==> src/rtl/tluh_device_adapter.sv <==
// TL-UH device adapter: turns host channel A into single-port memory requests and builds channel D responses.
// Optional request legality checks are compiled in with `define TLUH_DEV_ERR_CHECK_EN.
package tluh_pkg;
    parameter int TL_AW  = 32;
    parameter int TL_DW  = 32;
    parameter int TL_DBW = TL_DW / 8;
    parameter int TL_SZW = 3;
    parameter int TL_AIW = 8;

    localparam logic [2:0] PutFullData    = 3'h0;
    localparam logic [2:0] PutPartialData = 3'h1;
    localparam logic [2:0] ArithmeticData = 3'h2;
    localparam logic [2:0] LogicalData    = 3'h3;
    localparam logic [2:0] Get            = 3'h4;
    localparam logic [2:0] Intent         = 3'h5;
    localparam logic [2:0] AccessAck      = 3'h0;
    localparam logic [2:0] AccessAckData  = 3'h1;

    typedef struct packed {
        logic              a_valid;
        logic [2:0]        a_opcode;
        logic [2:0]        a_param;
        logic [TL_SZW-1:0] a_size;
        logic [TL_AIW-1:0] a_source;
        logic [TL_AW-1:0]  a_address;
        logic [TL_DBW-1:0] a_mask;
        logic [TL_DW-1:0]  a_data;
        logic              d_ready;
    } tluh_h2d_t;

    typedef struct packed {
        logic              d_valid;
        logic [2:0]        d_opcode;
        logic [2:0]        d_param;
        logic [TL_SZW-1:0] d_size;
        logic [TL_AIW-1:0] d_source;
        logic [TL_DW-1:0]  d_data;
        logic              d_error;
        logic              a_ready;
    } tluh_d2h_t;
endpackage

// Handshakes: a beat moves on A when a_valid && a_ready at clk_i, on D when d_valid && d_ready,
// on the memory port when req_o && gnt_i; a valid side holds its payload stable until accepted.
module tluh_device_adapter
    import tluh_pkg::*;
#(
    parameter int SramAw = 12
) (
    input  logic                 clk_i,
    input  logic                 rst_ni,
    input  tluh_pkg::tluh_h2d_t  tl_d_c_a,
    output tluh_pkg::tluh_d2h_t  tl_d_c_d,
    output logic                 req_o,
    output logic                 we_o,
    output logic [SramAw-1:0]    addr_o,
    output logic [TL_DW-1:0]     wdata_o,
    output logic [TL_DBW-1:0]    be_o,
    input  logic                 gnt_i,
    input  logic                 rvalid_i,
    input  logic [TL_DW-1:0]     rdata_i,
    input  logic                 rerror_i,
    output logic [2:0]           state_o
);
    localparam logic [2:0] IDLE    = 3'd0;
    localparam logic [2:0] ISSUE   = 3'd1;
    localparam logic [2:0] PUT2    = 3'd2;
    localparam logic [2:0] WAIT_RD = 3'd3;
    localparam logic [2:0] RESP    = 3'd4;
    localparam logic [2:0] ERR     = 3'd5;

    logic [2:0]        state_q, op_q;
    logic [TL_SZW-1:0] size_q;
    logic [TL_AIW-1:0] source_q;
    logic [SramAw-1:0] addr_q;
    logic [TL_DBW-1:0] mask_q;
    logic [TL_DW-1:0]  data_q;
    logic              two_q, beat_q, resp_idx_q, put_err_q, err_q, drain_q;
    logic [1:0]        rd_cnt_q;
    logic [TL_DW-1:0]  rbuf_q [2];
    logic              rerr_q [2];

    tluh_h2d_t a;
    assign a = tl_d_c_a;

    logic a_is_get, a_is_put, a_has_data, a_two, a_bad_chk, a_bad;
    assign a_is_get   = (a.a_opcode == Get);
    assign a_is_put   = (a.a_opcode == PutFullData) || (a.a_opcode == PutPartialData);
    assign a_has_data = a_is_put || (a.a_opcode == ArithmeticData) || (a.a_opcode == LogicalData);
    // Sizes above 3 are folded onto the 2-beat case.
    assign a_two      = (a.a_size >= 3'd3);
`ifdef TLUH_DEV_ERR_CHECK_EN
    assign a_bad_chk = (a.a_size > 3'd3)
                     || ((a.a_size == 3'd2) && (a.a_address[1:0] != 2'b00))
                     || ((a.a_size == 3'd3) && (a.a_address[2:0] != 3'b000))
                     || ((a.a_opcode == PutFullData) && (a.a_mask != '1));
`else
    assign a_bad_chk = 1'b0;
`endif
    assign a_bad = !(a_is_get || a_is_put) || a_bad_chk;

    logic unused_a;
    assign unused_a = ^{a.a_param, a.a_address};

    logic       is_get_q, is_put_q, resp_data, last_resp, rd_take;
    logic [1:0] n_beats, rd_cnt_nxt;
    assign is_get_q   = (op_q == Get);
    assign is_put_q   = (op_q == PutFullData) || (op_q == PutPartialData);
    assign resp_data  = is_get_q || (op_q == ArithmeticData) || (op_q == LogicalData);
    assign last_resp  = (resp_idx_q == (resp_data && two_q));
    assign n_beats    = two_q ? 2'd2 : 2'd1;
    // Read returns are accepted as soon as the first read is granted, even while beat 1 is still issuing.
    assign rd_take    = ((state_q == ISSUE) || (state_q == WAIT_RD)) && is_get_q && rvalid_i
                        && (rd_cnt_q < n_beats);
    assign rd_cnt_nxt = rd_cnt_q + {1'b0, rd_take};

    assign req_o   = (state_q == ISSUE);
    assign we_o    = (state_q == ISSUE) && is_put_q;
    assign addr_o  = addr_q + SramAw'(beat_q);
    assign wdata_o = data_q;
    assign be_o    = is_put_q ? mask_q : '1;
    assign state_o = state_q;

    always_comb begin
        tl_d_c_d          = '0;
        tl_d_c_d.a_ready  = rst_ni && ((state_q == IDLE) || (state_q == PUT2) ||
                                       ((state_q == ERR) && drain_q));
        tl_d_c_d.d_valid  = (state_q == RESP);
        tl_d_c_d.d_opcode = resp_data ? AccessAckData : AccessAck;
        tl_d_c_d.d_size   = size_q;
        tl_d_c_d.d_source = source_q;
        tl_d_c_d.d_data   = (resp_data && !err_q) ? rbuf_q[resp_idx_q] : '0;
        tl_d_c_d.d_error  = err_q || (is_get_q ? rerr_q[resp_idx_q] : put_err_q);
    end

    always_ff @(posedge clk_i or negedge rst_ni) begin
        if (!rst_ni) begin
            state_q    <= IDLE;
            op_q       <= '0;
            size_q     <= '0;
            source_q   <= '0;
            addr_q     <= '0;
            mask_q     <= '0;
            data_q     <= '0;
            two_q      <= 1'b0;
            beat_q     <= 1'b0;
            resp_idx_q <= 1'b0;
            put_err_q  <= 1'b0;
            err_q      <= 1'b0;
            drain_q    <= 1'b0;
            rd_cnt_q   <= '0;
            rbuf_q[0]  <= '0;
            rbuf_q[1]  <= '0;
            rerr_q[0]  <= 1'b0;
            rerr_q[1]  <= 1'b0;
        end else begin
            if (rd_take) begin
                rbuf_q[rd_cnt_q[0]] <= rdata_i;
                rerr_q[rd_cnt_q[0]] <= rerror_i;
            end
            rd_cnt_q <= rd_cnt_nxt;
            case (state_q)
                IDLE: if (a.a_valid) begin
                    op_q       <= a.a_opcode;
                    size_q     <= a.a_size;
                    source_q   <= a.a_source;
                    addr_q     <= a.a_address[SramAw+1:2];
                    mask_q     <= a.a_mask;
                    data_q     <= a.a_data;
                    two_q      <= a_two;
                    beat_q     <= 1'b0;
                    resp_idx_q <= 1'b0;
                    rd_cnt_q   <= '0;
                    put_err_q  <= 1'b0;
                    err_q      <= a_bad;
                    drain_q    <= a_bad && a_has_data && a_two;
                    state_q    <= a_bad ? ERR : ISSUE;
                end
                ISSUE: if (gnt_i) begin
                    if (is_put_q) begin
                        // Write errors are reported by the memory alongside gnt_i.
                        put_err_q <= put_err_q | rerror_i;
                        if (two_q && !beat_q) begin
                            beat_q  <= 1'b1;
                            state_q <= PUT2;
                        end else begin
                            state_q <= RESP;
                        end
                    end else if (two_q && !beat_q) begin
                        beat_q <= 1'b1;
                    end else begin
                        state_q <= WAIT_RD;
                    end
                end
                PUT2: if (a.a_valid) begin
                    data_q  <= a.a_data;
                    mask_q  <= a.a_mask;
                    state_q <= ISSUE;
                end
                WAIT_RD: if (rd_cnt_nxt == n_beats) state_q <= RESP;
                ERR: begin
                    if (!drain_q) begin
                        state_q <= RESP;
                    end else if (a.a_valid) begin
                        drain_q <= 1'b0;
                        state_q <= RESP;
                    end
                end
                RESP: if (a.d_ready) begin
                    if (last_resp) state_q <= IDLE;
                    else           resp_idx_q <= 1'b1;
                end
                default: state_q <= IDLE;
            endcase
        end
    end
endmodule
==> config.mk <==
export PLATFORM = sky130hd
export DESIGN_NAME = tluh_device_adapter
export DESIGN_NICKNAME = d
export VERILOG_FILES = /design/src/rtl/tluh_device_adapter.sv
export SDC_FILE = /design/constraint.sdc
export NUM_CORES = 1
export LEC_CHECK = 0
export CAP_MARGIN = 10
export CORE_MARGIN = 1.5
export CORE_UTILIZATION = 45
export CTS_CLUSTER_SIZE = 10
export DETAILED_ROUTE_END_ITERATION = 7
export GPL_TIMING_DRIVEN = 0
export PLACE_DENSITY = 0.81
export SLEW_MARGIN = 10
export SYNTH_ARGS = -nofsm -noshare
export SYNTH_HDL_FRONTEND = slang
export SYNTH_SLANG_ARGS = --single-unit
export TNS_END_PERCENT = 10
==> constraint.sdc <==
create_clock -name clk_i -period 2.41 [get_ports clk_i]
set_input_delay 0.482 -clock clk_i [delete_from_list [all_inputs] [get_ports clk_i]]
set_output_delay 0.482 -clock clk_i [all_outputs]
set_load 0.005 [all_outputs]
==> results list, run 1 <==
- The number of hold-slack violations in the final timing report was 0.
- Pin count of the biggest net entering global routing: 96
- Dividing the detail-routed wire length by the instance count gives 17.3 um.
* Grt met2 use: about two fifths
* Core area: 13500 um^2
- Required time at the worst-slack endpoint: 1.93 ns
- After routing the design area is between 9000 and 10000 um^2.
- Worst path arrival time: 2.03 ns
- The run finished, with violations left.
- At the later pin of the worst-skew pair, clock insertion delay measures 0.41 ns.
* Number of distinct standard cells referenced by the synthesized netlist: 46
* Number of synthesized flops with an enable pin: 0
- For this run, global-route usage on met3 was measured as between 6 and 7%.
- Syn Std Cell Area: ~6300 um^2
* Cell accounting for the most synthesized area: dfrtp_1
- The design draws between 0.01 and 0.015 W.
- The synthesized netlist devotes between 2 and 3% of its cell area to compound gates.
- Leaving out filler cells and counting taps, the final layout contains 906.
* Die width: 121 um
- Antenna violations before repair: 0
- Across the run, the number of max-cap violations was 0.
* Sw power: 0.00330 W
- Count of routing violations after the opening detailed-route iteration: ~190
- Counting flops and latches in the post-synthesis netlist gives 139.
- After clock tree synthesis, the clock-pin slew on the worst setup and hold paths is 0.06 ns.
- The internal portion of the total power is 0.00756 W.
* Slew Viols, Final: 0
- Tightest Pin Transition: 0.560 ns
- Highest fanout seen on the critical path: 4
* Ratio of cells with drive above 1 in the final layout: roughly a quarter
- Antenna viol nets, final: 0
- Clock tree synthesis inserted a total of 17 buffers.
* Crit start category: flip-flop
- Class of the tightest hold or removal check: in -> async
- In this run the power density over the cells is 1140 nW/um^2.
- The initial utilization of the core area, before any placement, comes to between 40% and 50%.
* Maximum vdd ir drop: roughly 0.00067 V
- Startpoint of the worst register-to-register path: op_q[1]
- GRT Resource Usage Total: 22.1%
- Reg-to-reg setup timing slack: 0 ns
* Leading cell types by total area after synthesis: dfrtp_1 55%, mux2_1 17%, mux2_2 6.6%, mux2i_1 5.6%, nor2_1 2.7%
- Setup TNS after final layout: -0.111 ns
- Path type of the worst setup path: reg -> out
- Of the total power, the clock network draws roughly a quarter.
- DRC violation count after routing: 0
* Detailed-placement wirelength estimate: between 10 and 15 mm
- Full die area: 14700 um^2
- In this run the tightest slew margin relative to its limit is 62.6%.
* Placed instance area: around 8500 um^2
* Final critical delay including setup and external delays: 2.51 ns
* Area share of fa/ha/maj cells after synthesis: less than 1%
* Clk_skew: 0.00795 ns
* Violations in the final reports: setup timing
* Part of the cycle the worst path needs: 104%
- The number of antenna diodes in the final layout is 0.
- The share of synthesized area in the top cell type comes to 55.4%.
- Quantity of I/O buffers inserted on ports: 200
- For this run, global-route usage on met1 was measured as 24.7%.
* Buffer type at the clock tree root: clkbuf_16
- Sequential cells burn between 30% and 40% of the power.
* Total Routed Length: 15.7 mm
- RSZ-0062 raised after global routing: true
- Routability-driven placement finished with a final weighted congestion of just over 0.8.
* Post-synthesis cell count: 480
* H-tree depth: 4
- By area, the combinational part of the netlist is dominated by multiplexers.
- Measured against the total synthesized area, the mux share comes to about 29%.
- Gr ovfl total: 0
* Instance count after placement with tap cells included: 861
- Number of global-route vias before repair: 5038
* Yosys Warn Count: 0
- The first global-routing pass estimated around 25 mm of wire.
* Layer with the highest usage after global routing: met2
- Of the synthesized area, sequential elements account for a little under three fifths.
- No sink is reached through more buffers than the 2 on the longest clock path.
- Summed over all cells, the static leakage comes to about 4.3 nW.
- Xor-xnor portion of the synthesized cell area: 1.53%
- After filler insertion, the fill cell instance count of the layout stands at 949.
* Post-route worst hold slack: 0.0205 ns
- Num ports: between 200 and 250
- Max Freq: 0.399 GHz
* Endpoint of the worst-slack reg-to-reg timing path: rbuf_q[22]
- Combinational Power Share: a little over 40%
* Mean Syn Cell Area: 13.1 um^2
- Net switching is 30.4% of the power.
- CTS saw 139 sinks.
- Nets: 844
- In the post-route analysis, the smallest setup slack over all paths is -0.0990 ns.
- Final count of negative-setup-slack endpoints: 3
* Die height: between 100 and 150 um
* Most instantiated flip-flop cell in the synthesis netlist: dfrtp_1
- Row generation in the floorplan step produced 42 rows.
- FF-to-FF path depth: 7
- The routed layout has 4654 vias.
- Before antenna repair, the detailed router went through 5 iterations.
* Type of destination of the critical path: output port
- Vias per std cell: 5.14
- For this run, asynchronously set or reset flops after synthesis account for 100%.
- Compared with the post-synthesis result, the final layout area differs by 51.6%.
* Synthesized-area fraction occupied by and/or/nand/nor cells: under 10%
- TritonCTS clock tree: built
## flip-flops by register name, indices dropped and copies added, names as in the netlist
register	cells
put_err_q	1
op_q	3
addr_q	12
err_q	1
two_q	1
rbuf_q	64
size_q	3
wdata_o	32
beat_q	1
state_o	3
drain_q	1
source_q	8
rd_cnt_q	2
rerr_q	2
mask_q	4
resp_idx_q	1
## Yosys cell counts, types with 4 or more instances
master and n:
dfrtp_1 139, mux2_1 94, nor2_1 46, mux2_2 37
mux2i_1 35, nand2_1 11, buf_2 10, a21oi_1 9
buf_4 9, clkbuf_1 9, xnor2_1 8, nand2b_1 7
buf_1 6, nand3_1 5, nor2b_1 5, nor3_1 4
o21ai_0 4, or3_1 4
## worst max-delay path, cell delays in order (launching register included)
cell and delay [ns]:
dfrtp_1 0.40, ha_4 0.18, ha_4 0.15, nand3_2 0.11
nor2_2 0.12, xor2_1 0.14, clkdlybuf4s50_1 0.51
## logic make-up (layout without fill, tap and decap cells)
kind of cell	after synthesis	in the layout
AO/OA/AOI/OAI	26	26
XOR/XNOR	11	11
other	1	5
AND/OR/NAND/NOR	97	97
multiplexers	166	166
flip-flops	139	139
buffers and inverters	37	283
adder cells (fa/ha/maj)	3	3
## per-stage QoR
stage,setup WS [ns],utilization [%]
global route,-0.191,70.8
global placement,-4.44,63.3
detailed placement,-0.334,63.5
finish,-0.0990,70.8
CTS,-0.174,69.6
floorplan,0.305,-
## cell type report
class / instances / area, um^2 / area share (%)
sequential: 139 / 3480 / 36.6
multi-input combinational: 308 / 2890 / 30.3
timing repair buffer: 216 / 2080 / 21.9
clock buffer: 25 / 495 / 5.20
buffer: 32 / 256 / 2.69
tap: 176 / 220 / 2.31
clock inverter: 7 / 87.6 / 0.920
inverter: 3 / 11.3 / 0.118
## layout by cell type, fill, tap and decap left out, types with 5 or more instances in the layout
| cell type | Yosys | final |
|---|---|---|
| buf_6 | 0 | 6 |
| buf_2 | 10 | 38 |
| nand2b_1 | 7 | 5 |
| dfrtp_1 | 139 | 136 |
| xnor2_1 | 8 | 8 |
| buf_4 | 9 | 18 |
| mux2_2 | 37 | 37 |
| clkbuf_4 | 0 | 5 |
| nor2_4 | 1 | 21 |
| mux2i_1 | 35 | 35 |
| clkbuf_16 | 0 | 19 |
| nor2_1 | 46 | 14 |
| clkdlybuf4s50_1 | 0 | 157 |
| a21oi_1 | 9 | 9 |
| nand2_1 | 11 | 10 |
| conb_1 | 1 | 5 |
| nor2_2 | 0 | 12 |
| clkbuf_1 | 9 | 5 |
| mux2_1 | 94 | 94 |
## layer usage
layer,routed length [um],vias up
met5,0,-
met4,386,0
met3,972,32
met2,8350,146
met1,6000,2321
li1,-,2155
## power by group through the flow
stage               Sequential (W)  Clock, W  Combinational [W]
global route               0.00394   0.00270            0.00486
finish                     0.00382   0.00253            0.00451
detailed placement         0.00380         0            0.00396
global placement           0.00373         0            0.00385
floorplan                  0.00371         0            0.00196
CTS                        0.00381   0.00259            0.00429
## timing repair
item                       4_1_cts  5_1_grt
gates cloned                     1        2
hold endpoints to repair        45        0
pin swaps                       12       19
setup endpoints to repair       65      101
hold buffers                     1        0
setup buffers                    7        4
resized for setup              192       62
## worst max-delay path by stage
stage	start	end	slack (ns)	cells past startpoint
floorplan	two_q	state_o[0]	0.31	7
global placement	rst_ni	wdata_o[7]	-4.44	1
detailed placement	resp_idx_q	tl_d_c_d[19]	-0.33	5
global route	beat_q	addr_o[10]	-0.19	6
CTS	beat_q	addr_o[8]	-0.17	6
finish	beat_q	addr_o[10]	-0.1	6
(Power assumes the default switching activity.)
==> run 2, diff against run 1 <==
CORE_UTILIZATION = 46   (was 45)
CTS_BUF_LIST = sky130_fd_sc_hd__clkbuf_8   (was unset)
PLACE_DENSITY = 0.82   (was 0.81)
==> results list, run 2 (synthesis results as in run 1) <==
- RSZ-0062 raised after global routing: true (unchanged).
- The sort of element at the end of the critical path is an output port (unchanged).
- Full die area: 14400 um^2 (was 14700 um^2)
* Sw power: 0.00314 W (was 0.00330 W)
- Buffer type at the clock tree root: clkbuf_8 (was clkbuf_16)
* Class of the tightest hold or removal check: in -> async (unchanged)
* Max-slew headroom at the worst pin: 63.7% (was 62.6%)
- The placed standard-cell area was 8550 um^2 (unchanged).
- Outcome: finished, violations left (unchanged).
- Number of filler cells placed in the layout: 972 (was 949)
- Commonest cells after routing, fill and taps aside: 150 x clkdlybuf4s50_1, 136 x dfrtp_1, 94 x mux2_1 (was 157 x clkdlybuf4s50_1, 136 x dfrtp_1, 94 x mux2_1).
* Num ports: 229 (unchanged)
- The clock tree from TritonCTS is built (unchanged).
* Slowest-stage cell, CP: or3b_1 (was clkdlybuf4s50_1)
- The family of cells with the greatest summed delay on the critical path was simple AND/OR/NAND/NOR gates (was buffers and inverters).
* Violations in the final reports: setup timing (unchanged)
- Highest cell delay on the worst timing path: 0.39 ns (was 0.51 ns)
- Die height: 120 um (was 121 um)
- Combinational Power Share: 43.7% (was 41.5%)
- The number of detailed-routing iterations run before antenna repair came to 5 (unchanged).
- The number of flip-flops in the largest register is 64 (unchanged).
* Number of global-route vias before repair: 4982 (was 5038)
* Worst path arrival time: 2.04 ns (was 2.03 ns)
- Ratio of total power to cell area: 1070 nW/um^2 (was 1140 nW/um^2)
* Overall via count from detail_route: 4664 (was 4654)
* Leak: 4.26 nW (was 4.32 nW)
- Maximum buffer depth of the clock tree: 2 (unchanged)
- The sum of overflow across all layers after global routing was 0 (unchanged).
- The total global-route track usage was 21.8% (was 22.1%).
- Nets: 847 (was 844)
* Post-Layout Inst Area: 9260 um^2 (was 9520 um^2)
- Antenna violations before repair: 0 (unchanged)
* Setup slack of the critical path after layout: -0.116 ns (was -0.0990 ns)
- Number of buffer and inverter instances along the worst setup path: 4 (was 1)
* Ratio of cells with drive above 1 in the final layout: 25.4% (was 26.6%)
* Final critical delay including setup and external delays: 2.53 ns (was 2.51 ns)
- The count of maximum capacitance violations was 0 (unchanged).
- The die span in x is 120 um (was 121 um).
- The worst hold slack across all endpoints is 0.0158 ns (was 0.0205 ns).
- Final Total Pwr: 0.00994 W (was 0.0109 W)
- Biggest register: rbuf_q (unchanged)
- Switching Share: 31.5% (was 30.4%)
- The power share of the clock group is 18.0% (was 23.3%).
- The leading cell type in the layout, fill and taps excluded is clkdlybuf4s50_1 (unchanged).
- List of cells traversed by the critical path: or3b_1 -> buf_6 -> nand2_4 -> nand2b_4 -> buf_4 -> buf_8 -> nor2_4 -> buf_2 (was ha_4 -> ha_4 -> nand3_2 -> nor2_2 -> xor2_1 -> clkdlybuf4s50_1).
* Crit start category: flip-flop (unchanged)
- The post-route setup TNS was -2.56 ns (was -0.111 ns).
- Required time at the worst-slack endpoint: 1.93 ns (about the same)
* Average routed wire per standard cell: 16.9 um (was 17.3 um)
- Part of the power in registers: 38.4% (was 35.2%)
- The row count came to 42 (unchanged).
- Clk_skew: 0.0122 ns (was 0.00795 ns)
* Worst-path clk slew: 0.08 ns (was 0.06 ns)
* Antenna viol nets, final: 0 (unchanged)
- Quantity of I/O buffers inserted on ports: 200 (unchanged)
* Total Routed Length: 15.4 mm (was 15.7 mm)
- The TritonCTS sink count is 139 (unchanged).
* DRC violation count after routing: 0 (unchanged)
* First-pass GRT wire length: 24.6 mm (was 25.1 mm)
* Final Wtd Congestion: 0.836 (was 0.804)
* Vias per std cell: 5.13 (was 5.14)
- The class of the most critical setup path is reg -> out (unchanged).
* H-tree depth: 4 (unchanged)
* Tightest Pin Transition: 0.544 ns (was 0.560 ns)
* Pin count of the biggest net entering global routing: 82 (was 96)
* Core area: 13300 um^2 (was 13500 um^2)
- Final count of negative-setup-slack endpoints: 45 (was 3)
- The peak fanout along the critical path came to 6 (was 4).
- The initial DRC count came to 171 (was 185).
* Detailed-placement wirelength estimate: 10.8 mm (was 11.1 mm)
* Clock buffers created by TritonCTS: 17 (unchanged)
- Max Freq: 0.396 GHz (was 0.399 GHz)
- Part of the cycle the worst path needs: 105% (was 104%)
* Maximum vdd ir drop: 0.000777 V (was 0.000666 V)
- Slew Viols, Final: 0 (unchanged)
- Syn-to-layout area delta: 47.4% (was 51.6%)
- The starting density of the core came to 47.2% (was 46.7%).
- Clock network latency to the later pin of the worst-skew pair: 0.44 ns (was 0.41 ns)
* Number of inserted diodes: 0 (unchanged)
* Internal power of the cells: 0.00680 W (was 0.00756 W)
* Utilization after layout: 69.6% (was 70.8%)
- The number of hold-slack violations in the final timing report came to 0 (unchanged).
[run 2: power groups by stage]
stage	registers, W	clock network, W	logic [W]
after floorplan	0.00371	0	0.00196
final	0.00381	0.00179	0.00434
after global placement	0.00372	0	0.00385
after CTS	0.00378	0.00183	0.00418
after detailed placement	0.00380	0	0.00396
after global routing	0.00393	0.00194	0.00468
[run 2: final timing paths]
check	startpoint	to	slack, ns	depth (start not counted)
worst max-delay path	op_q[0]	tl_d_c_d[31]	-0.12	8
worst min-delay path	rst_ni	rbuf_q[43]	0.02	2
worst max register to register	op_q[0]	rbuf_q[6]	-0.07	8
worst min register to register	rbuf_q[10]	rbuf_q[10]	0.49	1
max in group asynchronous	rst_ni	wdata_o[7]	1.48	3
min in group clk_i	rbuf_q[10]	rbuf_q[10]	0.49	1
[run 2: stage by stage]
step                std cells  setup WS [ns]
finish                    909         -0.116
global route              909         -0.210
CTS                       899         -0.243
detailed placement        861         -0.314
global placement          860          -4.47
floorplan                 484          0.305
[run 2: layout make-up]
class	instances	area (um^2)	share of cell area, %
buffer	33	269	2.91
clock buffer	23	317	3.42
clock inverter	9	71.3	0.771
inverter	3	11.3	0.122
multi-input combinational	308	2810	30.4
sequential	139	3480	37.6
tap	176	220	2.38
timing repair buffer	218	2070	22.4
[run 2: worst register-to-register path, cell delays in order (launching register included)]
cell and delay, ns:
dfrtp_1 0.38, or3b_1 0.39, buf_6 0.13, buf_4 0.13, buf_4 0.14, or3_4 0.36, nor2_4 0.26, buf_6 0.22
mux2_1 0.35
[run 2: routing by layer]
layer	vias up	wire [um]	global-route usage [%]
met3	26	897	6.99
li1	2152	-	-
met4	0	338	8.85
met2	147	8130	38.4
met1	2339	5990	24.5
met5	-	0	0
[run 2: repair_timing]
| action | in CTS | in global routing |
|---|---|---|
| hold endpoints to repair | 59 | 6 |
| gates cloned | 1 | 0 |
| setup buffers | 5 | 9 |
| pin swaps | 7 | 12 |
| hold buffers | 1 | 1 |
| endpoints found under the setup margin | 53 | 128 |
| resized for setup | 157 | 81 |
==> run 3, diff against run 2 <==
CORE_UTILIZATION = 43   (was 46)
DONT_BUFFER_PORTS = 1   (was unset)
GPL_TIMING_DRIVEN = 1   (was 0)
PLACE_DENSITY = unset   (was 0.82)
==> results list, run 3 (synthesis results as in run 1) <==
- Outcome: finished, violations left (unchanged).
- Violations in the final reports: hold timing (was setup timing)
- Worst-path clk slew: 0.07 ns (was 0.08 ns)
- The post-place setup slack is 0.230 ns (was -0.314 ns).
* Number of standard cells in the final layout excluding fillers: 678 (was 909)
- The multi-input combinational cell area is 2740 um^2 (was 2810 um^2).
- The final period utilization is 94.1% (was 105%).
- The largest stage delay on the critical path is 0.42 ns (was 0.39 ns).
- The static power due to leakage came to 3.14 nW (was 4.26 nW).
- Max-cap violations: 0 (unchanged)
- GRT Resource Usage Total: 17.3% (was 21.8%)
* Num ports: 229 (unchanged)
* Full die area: 15300 um^2 (was 14400 um^2)
- The total number of H-tree levels came to 4 (unchanged).
* Setup slack of the critical path after layout: 0.142 ns (was -0.116 ns)
- The sort of element at the end of the critical path is an output port (unchanged).
- The count of filler cells inserted in the layout was 1252 (was 972).
- FF-to-FF path depth: 6 (was 8)
- Core area: 14100 um^2 (was 13300 um^2)
- The area growth from synthesis to layout came to 11.3% (was 47.4%).
- Count of routing violations after the opening detailed-route iteration: 113 (was 171)
* Number of buffer and inverter instances along the worst setup path: 1 (was 4)
- The row count is 43 (was 42).
* Number of global-route vias before repair: 3783 (was 4982)
- Final count of negative-setup-slack endpoints: 0 (was 45)
- The worst hold path class was in -> async (unchanged).
* Starting utilization of the core area: 44.6% (was 47.2%)
- The total placed cells including tap cells came to 644 (was 861).
- Slew Viols, Final: 0 (unchanged)
* Average routed wire per standard cell: 19.4 um (was 16.9 um)
- The CTS buffer count came to 17 (unchanged).
* Crit start category: flip-flop (unchanged)
- The area taken by flip-flops and latches is 3480 um^2 (about the same).
* Biggest register: rbuf_q (unchanged)
* Die height: 124 um (was 120 um)
* Highest fanout seen on the critical path: 16 (was 6)
- Tightest Pin Transition: 0.505 ns (was 0.544 ns)
- Overall via count from detail_route: 3682 (was 4664)
- Path type of the worst setup path: reg -> out (unchanged)
- Pin count of the biggest net entering global routing: 141 (was 82)
- Sinks on Clock Net: 139 (unchanged)
- Worst path arrival time: 1.79 ns (was 2.04 ns)
* Endpoint of the worst-slack reg-to-reg timing path: state_o[1] (was rbuf_q[6])
- Final Wtd Congestion: 0.776 (was 0.836)
* Antenna violations before repair: 0 (unchanged)
* Maximum vdd ir drop: 0.000541 V (was 0.000777 V)
* Antenna viol nets, final: 0 (unchanged)
- Number of inserted diodes: 0 (unchanged)
- The number of flip-flops in the largest register is 64 (unchanged).
- The post-detailed-placement half-perimeter wirelength is 8.64 mm (was 10.8 mm).
* Ratio of cells with drive above 1 in the final layout: 24.3% (was 25.4%)
- Maximum buffer depth of the clock tree: 2 (unchanged)
- RSZ-0062 raised after global routing: false (was true)
- The launch point of the worst reg-to-reg path is rd_cnt_q[1] (was op_q[0]).
- First-pass GRT wire length: 19.7 mm (was 24.6 mm)
- Post-route worst hold slack: -0.263 ns (was 0.0158 ns)
- Commonest cells after routing, fill and taps aside: 138 x dfrtp_1, 94 x mux2_1, 37 x mux2_2 (was 150 x clkdlybuf4s50_1, 136 x dfrtp_1, 94 x mux2_1).
- The die span in x came to 124 um (was 120 um).
- The power per unit of standard cell area came to 1170 nW/um^2 (was 1070 nW/um^2).
* Slowest-stage cell, CP: or3b_4 (was or3b_1)
- The cell depth of the worst setup path came to 5 (was 8).
- The end point of the critical path was tl_d_c_d[17] (was tl_d_c_d[31]).
- The setup slack of the worst register-to-register path came to 0.23 ns (was -0.07 ns).
- The final routed DRC violation total is 0 (unchanged).
- Gr ovfl total: 0 (unchanged)
- Clock network latency to the later pin of the worst-skew pair: 0.44 ns (about the same)
- Startpoint of the most critical setup path: op_q[1] (was op_q[0])
- The family of cells with the greatest summed delay on the critical path is simple AND/OR/NAND/NOR gates (unchanged).
- The number of nets in the layout is 614 (was 847).
- TritonCTS clock tree: built (unchanged)
- Total Routed Length: 13.1 mm (was 15.4 mm)
- List of cells traversed by the critical path: or3b_4 -> nand2_2 -> nand2b_4 -> buf_12 -> nor2_2 (was or3b_1 -> buf_6 -> nand2_4 -> nand2b_4 -> buf_4 -> buf_8 -> nor2_4 -> buf_2)
- The max-slew headroom at the worst pin was 66.3% (was 63.7%).
* Clk_skew: 0.0106 ns (was 0.0122 ns)
- Vias per std cell: 5.43 (was 5.13)
- Setup TNS after final layout: 0 ns (was -2.56 ns)
- Quantity of I/O buffers inserted on ports: 0 (was 200)
- Pre-antenna DRT Iters: 4 (was 5)
- The shortest clock period the worst path allows after layout is 2.27 ns (was 2.53 ns).
* Hold Fails Final Rpt: 139 (was 0)
- The required time of the critical path is 1.93 ns (about the same).
- The maximum operating frequency is 0.441 GHz (was 0.396 GHz).
* Post-Layout Inst Area: 6990 um^2 (was 9260 um^2)
- The leading cell type in the layout, fill and taps excluded is dfrtp_1 (was clkdlybuf4s50_1).
- Buffer type at the clock tree root: clkbuf_8 (unchanged)
- The placed standard-cell area is 6490 um^2 (was 8550 um^2).
## run 3: cell count changes in the layout (fill, tap and decap cells not counted), moves of 4 or more
cell	previous run	this run
buf_2	31	0
buf_4	19	13
buf_6	10	1
clkbuf_2	6	0
clkbuf_4	6	0
clkbuf_8	23	19
clkdlybuf4s50_1	150	0
dlygate4sd2_1	6	0
dlymetal6s2s_1	9	0
nor2_2	13	25
nor2_4	12	3
## run 3: how the worst min path moves through the flow
stage / to / slack, ns / startpoint / depth (start not counted)
2_1_floorplan: addr_q[0] / 0.19 / rst_ni / 0
3_3_place_gp: wdata_o[8] / 0.19 / rst_ni / 0
3_5_place_dp: wdata_o[4] / 0.19 / rst_ni / 0
4_1_cts: wdata_o[0] / -0.31 / rst_ni / 0
5_1_grt: wdata_o[14] / -0.31 / rst_ni / 0
6_report: wdata_o[4] / -0.26 / rst_ni / 0
## run 3: metal layers
layer  up-vias  track usage (%)  part of all wire (%)  routed length, um
met5         -                0                     0                  0
li1       1681                -                     -                  -
met1      1867             20.5                    42               5470
met3        15             7.69                   7.9               1040
met2       119             27.7                    49               6430
met4         0             6.68                   1.4                186
## run 3: final cells by class
class / count / share of cell area [%]
Tap cell: 180 / 3.22
Multi-Input combinational cell: 308 / 39.1
Sequential cell: 139 / 49.8
Clock inverter: 11 / 1.20
Timing Repair Buffer: 18 / 2.77
Clock buffer: 19 / 3.74
Inverter: 3 / 0.161
## run 3: through the flow
stage | hold WS (ns) | utilization (%) | power, W
global placement | 0.189 | 46.0 | 0.00620
finish | -0.263 | 49.6 | 0.00815
floorplan | 0.186 | - | 0.00567
CTS | -0.307 | 48.7 | 0.00810
detailed placement | 0.189 | 46.0 | 0.00634
global route | -0.314 | 49.6 | 0.00871
## run 3: where the power goes
part | switching [W] | total [W] | leakage, nW | internal [W]
sequential | 0.000688 | 0.00391 | 1.76 | 0.00322
combinational | 0.00121 | 0.00256 | 1.19 | 0.00135
clock | 0.000839 | 0.00168 | 0.188 | 0.000838
## run 3: timing repair
action,4_1_cts,5_1_grt
hold endpoints to repair,139,139
pin swaps,0,2
buffers inserted,0,2
endpoints found under the setup margin,32,34
gates cloned,0,2
resized for setup,12,27
